$ cat src/rtl/k2red_mod_mult_pipe.sv
// ============================================================================
// Module      : k2red_mod_mult_pipe
// Description : Multi-lane pipelined Kyber (q = 3329) modular multiplier using
//               two-step K-RED, valid/ready handshake and a tag sideband.
//               Define MODQ_UNSCALE_EN to add a stage that removes the 2704
//               scale factor, so out_c = a*b mod q.
// Revision    : 1.0 - initial release
// ============================================================================
`default_nettype none

module k2red_mod_mult_pipe #(
  parameter int LANES = 2,
  parameter int TAG_W = 8
) (
  input  logic                  clk,
  input  logic                  rst,
  input  logic                  in_valid,
  output logic                  in_ready,
  input  logic [12*LANES-1:0]   in_a,
  input  logic [12*LANES-1:0]   in_b,
  input  logic [TAG_W-1:0]      in_tag,
  output logic                  out_valid,
  input  logic                  out_ready,
  output logic [12*LANES-1:0]   out_c,
  output logic [TAG_W-1:0]      out_tag,
  output logic                  busy
);

`ifdef MODQ_UNSCALE_EN
  localparam int DEPTH = 4;
`else
  localparam int DEPTH = 3;
`endif

  logic             w_adv;
  logic [DEPTH-1:0] r_vld;
  logic [TAG_W-1:0] r_tag [DEPTH];

  // One global enable: the whole pipe moves unless the output is blocked.
  assign w_adv     = ~r_vld[DEPTH-1] | out_ready;
  assign in_ready  = w_adv;
  assign out_valid = r_vld[DEPTH-1];
  assign out_tag   = r_tag[DEPTH-1];
  assign busy      = |r_vld;

  always_ff @(posedge clk) begin
    if (rst) begin
      r_vld <= '0;
      for (int s = 0; s < DEPTH; s++) r_tag[s] <= '0;
    end else if (w_adv) begin
      r_vld    <= {r_vld[DEPTH-2:0], in_valid};
      r_tag[0] <= in_tag;
      for (int s = 1; s < DEPTH; s++) r_tag[s] <= r_tag[s-1];
    end
  end

  for (genvar l = 0; l < LANES; l++) begin : g_lane
    logic        [11:0] w_a;
    logic        [11:0] w_b;
    logic        [23:0] r_p;
    logic        [11:0] w_m13;
    logic signed [16:0] w_t;
    logic signed [16:0] r_t;
    logic        [11:0] w_m208;
    logic signed [16:0] w_r;
    logic        [11:0] w_c;
    logic        [11:0] r_c;
    logic        [11:0] w_out;

    assign w_a    = in_a[12*l +: 12];
    assign w_b    = in_b[12*l +: 12];
    assign w_m13  = 12'(r_p[7:0]) * 12'd13;
    assign w_t    = $signed({1'b0, r_p[23:8]}) - $signed({5'd0, w_m13});
    assign w_m208 = 12'(r_t[3:0]) * 12'd208;
    assign w_r    = (r_t >>> 4) - $signed({5'd0, w_m208});

    // r lies in [-3328, 4095], so a single add or subtract of q is enough.
    always_comb begin
      w_c = 12'(w_r);
      if (w_r < 0)
        w_c = 12'(w_r + 17'sd3329);
      else if (w_r >= 17'sd3329)
        w_c = 12'(w_r - 17'sd3329);
    end

    always_ff @(posedge clk) begin
      if (w_adv) begin
        r_p <= 24'(w_a) * 24'(w_b);
        r_t <= w_t;
      end
    end

    always_ff @(posedge clk) begin
      if (rst)
        r_c <= '0;
      else if (w_adv)
        r_c <= w_c;
    end

`ifdef MODQ_UNSCALE_EN
    logic [21:0] w_x;
    logic [34:0] w_xm;
    logic [10:0] w_qe;
    logic [21:0] w_rem;
    logic [11:0] w_u;
    logic [11:0] r_u;

    // Barrett with 5039 = floor(2^24/q): quotient estimate is at most one low.
    assign w_x   = 22'(r_c) * 22'd767;
    assign w_xm  = 35'(w_x) * 35'd5039;
    assign w_qe  = 11'(w_xm >> 24);
    assign w_rem = w_x - 22'(w_qe) * 22'd3329;
    assign w_u   = (w_rem >= 22'd3329) ? 12'(w_rem - 22'd3329) : 12'(w_rem);

    always_ff @(posedge clk) begin
      if (rst)
        r_u <= '0;
      else if (w_adv)
        r_u <= w_u;
    end

    assign w_out = r_u;
`else
    assign w_out = r_c;
`endif

    assign out_c[12*l +: 12] = w_out;
  end

endmodule

`default_nettype wire
$ cat config.mk
export PLATFORM = sky130hd
export DESIGN_NAME = k2red_mod_mult_pipe
export DESIGN_NICKNAME = d
export VERILOG_FILES = /design/src/rtl/k2red_mod_mult_pipe.sv
export SDC_FILE = /design/constraint.sdc
export NUM_CORES = 1
export LEC_CHECK = 0
export CAP_MARGIN = 20
export CORE_ASPECT_RATIO = 2
export CORE_MARGIN = 2
export CORE_UTILIZATION = 30
export DETAILED_ROUTE_END_ITERATION = 10
export PLACE_DENSITY = 0.54
export SETUP_SLACK_MARGIN = 0.1
export SYNTH_ARGS = -nofsm -noshare
export SYNTH_HDL_FRONTEND = slang
export SYNTH_SLANG_ARGS = --single-unit
$ cat constraint.sdc
create_clock -name clk -period 8.15 [get_ports clk]
set_clock_uncertainty 0.2 [all_clocks]
set_input_delay 1.63 -clock clk [delete_from_list [all_inputs] [get_ports clk]]
set_output_delay 1.63 -clock clk [all_outputs]
set_load 0.03 [all_outputs]
# Word-level counts from Yosys, hierarchy flattened
# Memories as Yosys holds them, arrays and structs flattened.
# Cells that the tools add are included.
totals:
  input_bits: 60
  regBits: 109
  mem_bits_rw: 24
  out_inout_bits: 35
  memories: 1
classes:
  n_bitwise: 5
  n_mux: 12
  n_lt_le_gt_ge: 4
  reduce_logical: 1
  addsub: 8
  mul: 6
memory_table:
  columns: ["name", "depth", "word_bits", "rd", "rd_ports_with_merged_regs", "write_ports", "line", "rtl"]
  rows:
  - ["r_tag", 3, 8, 3, 0, 3, "37", "logic [TAG_W-1:0] r_tag [DEPTH];"]
op_table:
  columns: ["operator", "count"]
  rows:
  - ["$mul 12x12->24", 2]
  - ["$mux 12", 4]
  - ["$sub 16x12->17", 2]
  - ["$ge 14x13->1 const B", 2]
  - ["$lt 14x1->1 const B", 2]
  - ["$sub 13x13->14", 2]
  - ["$add 12x11->12 const B", 2]
  - ["$mul 8x4->12 const B", 2]
  - ["$mux 8", 3]
  - ["$sub 12x11->12 const B", 2]
  - ["$mul 4x4->8 const B", 2]
  - ["$mux 1", 5]
  - ["$or 1x1->1", 4]
  - ["$reduce_or 3->1", 1]
  - ["$not 1->1", 1]

# Longest topological paths before layout
depth:
  word_depth: 6
  depth_mapped: 22

# Worst setup path before layout
# Ideal clock, no wire load.
synth_timing:
  kind: "input-to-reg"
  startpoint: "in in_a[14]"
  endpoint: "reg g_lane[1].r_p[23] (data pin)"
  required_ps: 7690
  path_buffers: 1
  path_slack_ps: 1164
  path_stages: 18
  arrival_ps: 6526
  setup_time_ps: 260
  path_cell_list: "clkbuf_1 and2_1 fa_1 fa_1 fa_1 fa_1 inv_1 fa_1 inv_1 ha_1 a21o_1 a21o_1 a21oi_1 a31oi_1 o41ai_1 o21ai_0 a21oi_1 xnor2_1"
synth_between:
  elab_chain_len: 1
synth_lines:
  columns: ["element", "line", "rtl"]
  rows:
  - ["start: declaration", "19", "input logic [12*LANES-1:0] in_a,"]
  - ["$mul 12x12->24", "88", "r_p <= 24'(w_a) * 24'(w_b);"]
  - ["end signal: assignment", "88", null]
  - ["end: declaration", "60", "logic [23:0] r_p;"]
# No other way between the ends.
# A chain may end at the register's enable or synchronous reset.

# Worst setup path in the final report
layout_timing:
  startpoint: "in in_b[22]"
  endpoint: "reg g_lane[1].r_p[23] (data pin)"
layout_between:
  elab_chain_len: 1
layout_lines:
  columns: ["element", "line", "rtl"]
  rows:
  - ["start: declaration", "20", "input logic [12*LANES-1:0] in_b,"]
  - ["$mul 12x12->24", "88", null]
# No other way between the ends.

==> flow_summary.ini <==
[run_status]
status = finished clean

[logic_synthesis]
ys_types = 84
syn_area_um2 = 18260
synthCells = 1946
synth_edf_count = 106
yosys_warnings = 0
syn-num-nets = 2464
syn_area_per_cell_um2 = 9.385
ys_ff_latch = 133
async_flop_share = 0
yosysSeqAreaShare = 0.2039
yosys_most_used_dff = edfxtp_1

[floorplan]
dieWidth_um = 178.5
ios = 95
rows = 128
dieArea_um2 = 62980
initial_utilization = 0.3017
core_um2 = 60540
die_h_um = 352.9

[place]
io_buffers = 94
place_hpwl_um = 31390
place_inst = 2771
dpl_cell_area_um2 = 20030
gp_congestion = 0.8387

[job]
drv_cap = 0

[min_path]
hp-class = reg -> reg

[drt]
antenna_left = 0
viasPerCell = 4.520
vias = 12670
highest_layer = met5
wl_met2_um = 18360
firstDrtPassIters = 5
drt-met1-wl_um = 17790
wl_met3_um = 1315
drc = 0
routedWlPerCell_um = 13.59
first_iter_violations = 507
drt-total-wl_um = 38100

[timing]
tns_ps = 0
period_share = 0.9073
whs_ps = 247.8
setup_viol = 0
post-route-min-period_ps = 7395
timing.fmax_mhz = 135.2
slew_headroom = 0.3554
rsz0062_at_grt = false
final_hold_viol_count = 0
final-max-slew-violation-count = 0
worstMarginPinSlew_ps = 966.9

[cts]
cts_inserted_buffers = 17
cts_sinks = 133
cts_tree = done
cts_htree_levels = 4
cts_buffer_depth = 2
cts.clk_slew.worst_paths_ps = 60
postCtsHoldBufs = 0
cts_root_buf = clkbuf_16
worst_skew_pair.late_latency_ps = 440
cts_resized = 0
postCtsSetupBuffers = 0

[setup_path]
required_ps = 8130
arrival_ps = 7370
path_class = in -> reg
critPathMaxFanout = 12
crit_path_start_kind = input pin
critPathCaptureType = register

[final_layout]
final_cell_mix = inv_1 (374), fa_1 (230), ha_1 (228), nand2_1 (225), and2_1 (154)
nets = 2528
final_area_um2 = 20640
n_antenna_cell = 0
stdcell_count = 2803
drive_gt1_frac = 0.04202
mostFrequentLayoutCell = inv_1
syn_to_final_growth_pct = 13.02

[global_routing]
grt_pass1_wl_um = 65660
track_usage = 0.1277
grt_max_degree = 81
grt.overflow.total = 0
antenna_found_initial = 3
grt_pass1_vias = 13460
layout make-up:
cell class / instances / area (um2)
fill: 6313 / 39900
tap: 780 / 975.9
multi-input combinational: 1367 / 12820
inverter: 375 / 1410
sequential: 133 / 3724
timing repair buffer: 116 / 1106
clock buffer: 19 / 432.9
clock inverter: 13 / 175.2
registers in the layout (all words and copies together) (netlist names):
register,flops
g_lane.r_p,48
g_lane.r_t,34
g_lane.r_c,24
r_tag,24
r_vld,3
metal layers:
metal  track usage  vias up
met1        0.1666     6069
met5             0        -
met3       0.01755       49
met2        0.2207      207
met4       0.03203        6
li1              -     6339
critical path: stages:
cell and delay, ps:
clkdlybuf4s50_1 650, and2_1 300, fa_1 480, fa_1 520
fa_1 520, fa_1 540, inv_1 50, fa_1 520
inv_1 40, ha_1 350, a21o_1 220, a21o_1 180
a21oi_1 270, a31oi_1 180, o41ai_1 510, o21ai_0 150
a21oi_1 200, xnor2_1 80
worst paths after layout:
path	from	slack, ps	end	cells after the start
min	g_lane[0].r_c[5]	250	g_lane[0].r_c[5]	2
min reg2reg	g_lane[0].r_c[5]	250	g_lane[0].r_c[5]	2
max	in_b[22]	760	g_lane[1].r_p[23]	18
max reg2reg	g_lane[1].r_t[0]	3410	g_lane[1].r_c[6]	16
stage by stage:
step / util / worst slack (ps)
3_5_place_dp: 0.3309 / 281.1
5_1_grt: 0.3410 / 296.0
2_1_floorplan: - / 1164
4_1_cts: 0.3410 / 745.5
6_report: 0.3410 / 755.5
3_3_place_gp: 0.3309 / 350.4
Yosys cell counts (6+ instances only):
cell type / number / area share
a21o_1: 22 / 0.0090
fa_1: 230 / 0.25
o21ai_1: 7 / 0.0019
o21a_1: 21 / 0.0086
nor4_1: 6 / 0.0021
o21ai_0: 39 / 0.011
inv_1: 375 / 0.077
nor2_1: 73 / 0.015
a31oi_1: 10 / 0.0034
nand2_1: 225 / 0.046
ha_1: 228 / 0.16
buf_4: 8 / 0.0033
xnor2_1: 54 / 0.026
and2_1: 154 / 0.053
nor3_1: 24 / 0.0066
nor2b_1: 12 / 0.0041
or3_1: 14 / 0.0048
xor2_1: 36 / 0.017
a211oi_1: 7 / 0.0029
edfxtp_1: 106 / 0.17
dfxtp_1: 27 / 0.030
clkbuf_1: 58 / 0.012
a21oi_1: 58 / 0.016
nand2b_1: 9 / 0.0031
nand3_1: 20 / 0.0055
o21bai_1: 11 / 0.0045
cell families (layout without fill, tap and decap cells):
kind of cell	count (synthesis)	in the layout	share of synthesized area
xor gates and xnor gates	93	93	0.04583
muxes	6	6	0.003357
and+or+nand+nor	575	575	0.1559
buffers and inverters	446	523	0.09427
adders and majority gates	458	458	0.4083
AOI/OAI and AO/OA	235	235	0.08838
DFF	133	133	0.2039
Power is left out: the tool's default activity adds up to more than one toggle a clock period on the data nets, which glitch-free logic cannot reach.
==> edit: new RTL, same settings <==
Change the parameter `LANES` from 2 to 4.
--- a/src/rtl/k2red_mod_mult_pipe.sv
+++ b/src/rtl/k2red_mod_mult_pipe.sv
@@ -10,5 +10,5 @@
 
 module k2red_mod_mult_pipe #(
-  parameter int LANES = 2,
+  parameter int LANES = 4,
   parameter int TAG_W = 8
 ) (
Interface: changed (resized in_a, in_b and out_c); port bits go from 95 to 167. The function was not compared with the original's and may differ.
==> edit against the unedited design <==
Sequential cell count rose by 106. Routed wire length grew 110%. Count of clock-buffer cells in the layout grew 15. Sequential share of layout area decreased by 1.3 points. Cell area up 93%. Worst hold slack better by 0.0033 ns. Area after synthesis grew 96%. Via count increased by 100%. Setup slack gained 0.085 ns. Register-to-register slack worse by 0.07 ns. Critical path depth grew 1.
Power is not shown: default switching activity piles up to over one toggle a cycle in this logic, so the estimate is an artifact.
==> edit: results <==
export IMPL_htreeDepth=1
export IMPL_wl_per_cell_um=14.09
export IMPL_dr_pass1_iters=6
export IMPL_finalNonFillerCells=5548
export IMPL_clk_latency_ns=0.56
export IMPL_synth_area_top_cells="fa_1, ha_1, edfxtp_1, inv_1, nand2_1"
export IMPL_status="complete, no violations"
export IMPL_place_inst=5496
export IMPL_synthTopCellsByCount="inv_1, fa_1, ha_1, nand2_1, and2_1"
export IMPL_track_usage=0.1299
export IMPL_clockBufferDepth=3
export IMPL_grt_pass1_vias=27320
export IMPL_drt_iter0_markers=889
export IMPL_hpwlAfterDp_um=64250
export IMPL_syn_inst=3899
export IMPL_wl_met1_um=37010
export IMPL_grt_max_degree=112
export IMPL_reg_top3="g_lane.r_p x96, g_lane.r_t x68, g_lane.r_c x48"
export IMPL_wl_met3_um=2730
export IMPL_dpl_cell_area_um2=39000
export IMPL_num_vias=25890
export IMPL_highest_layer="met4"
export IMPL_grtUsageMet2=0.2231
export IMPL_ys_types=88
export IMPL_cpPeakStageDelay_ns=0.78
export IMPL_nets=5011
export IMPL_gp_congestion=0.8406
export IMPL_grt_pass1_wl_um=133600
export IMPL_use_met1=0.1790
export IMPL_synth_nets=4923
export IMPL_numCtsBuffers=26
export IMPL_met3_usage=0.01009
-- edit: per-stage QoR --
stage / worst slack (ns) / hold WS (ns) / util
6_report: 0.8410 / 0.2511 / 0.3370
4_1_cts: 0.8871 / 0.2569 / 0.3369
3_5_place_dp: 0.3039 / 0.2420 / 0.3292
5_1_grt: 0.5568 / 0.2733 / 0.3369
3_3_place_gp: 0.3612 / 0.2422 / 0.3292
2_1_floorplan: 1.186 / 0.2397 / -
-- edit: tightest hold or removal path, delay by kind of cell, from the launching register on --
| kind | cells | cell delay [ns] |
|---|---|---|
| flops | 1 | 0.32 |
| simple gates | 1 | 0.05 |
| compound gates | 1 | 0.05 |
-- edit: kinds of logic after synthesis --
logic type | count (synthesis) | synth area share
flip-flops | 239 | 0.1867
adder cells (fa/ha/maj) | 916 | 0.4177
multiplexers | 12 | 0.003469
buffers and inverters | 923 | 0.09811
XOR/XNOR | 171 | 0.04194
AND/OR/NAND/NOR | 1132 | 0.1547
AO/OA/AOI/OAI | 506 | 0.09741
-- edit: worst paths after layout --
path                    startpoint                 to  slack, ns  cells past startpoint
setup reg to reg  g_lane[1].r_t[1]   g_lane[1].r_c[2]       3.34                     15
setup / recovery          in_b[16]  g_lane[1].r_p[22]       0.84                     19
hold / removal    g_lane[3].r_c[9]   g_lane[3].r_c[9]       0.25                      2
hold reg to reg   g_lane[3].r_c[9]   g_lane[3].r_c[9]       0.25                      2
-- edit: area by class of cell --
class,count,area share
antenna,3,0.0001880
clock buffer,34,0.01915
clock inverter,14,0.003635
inverter,779,0.07342
multi-input combinational,2737,0.6397
sequential,239,0.1670
tap,1538,0.04820
timing repair buffer,204,0.04876
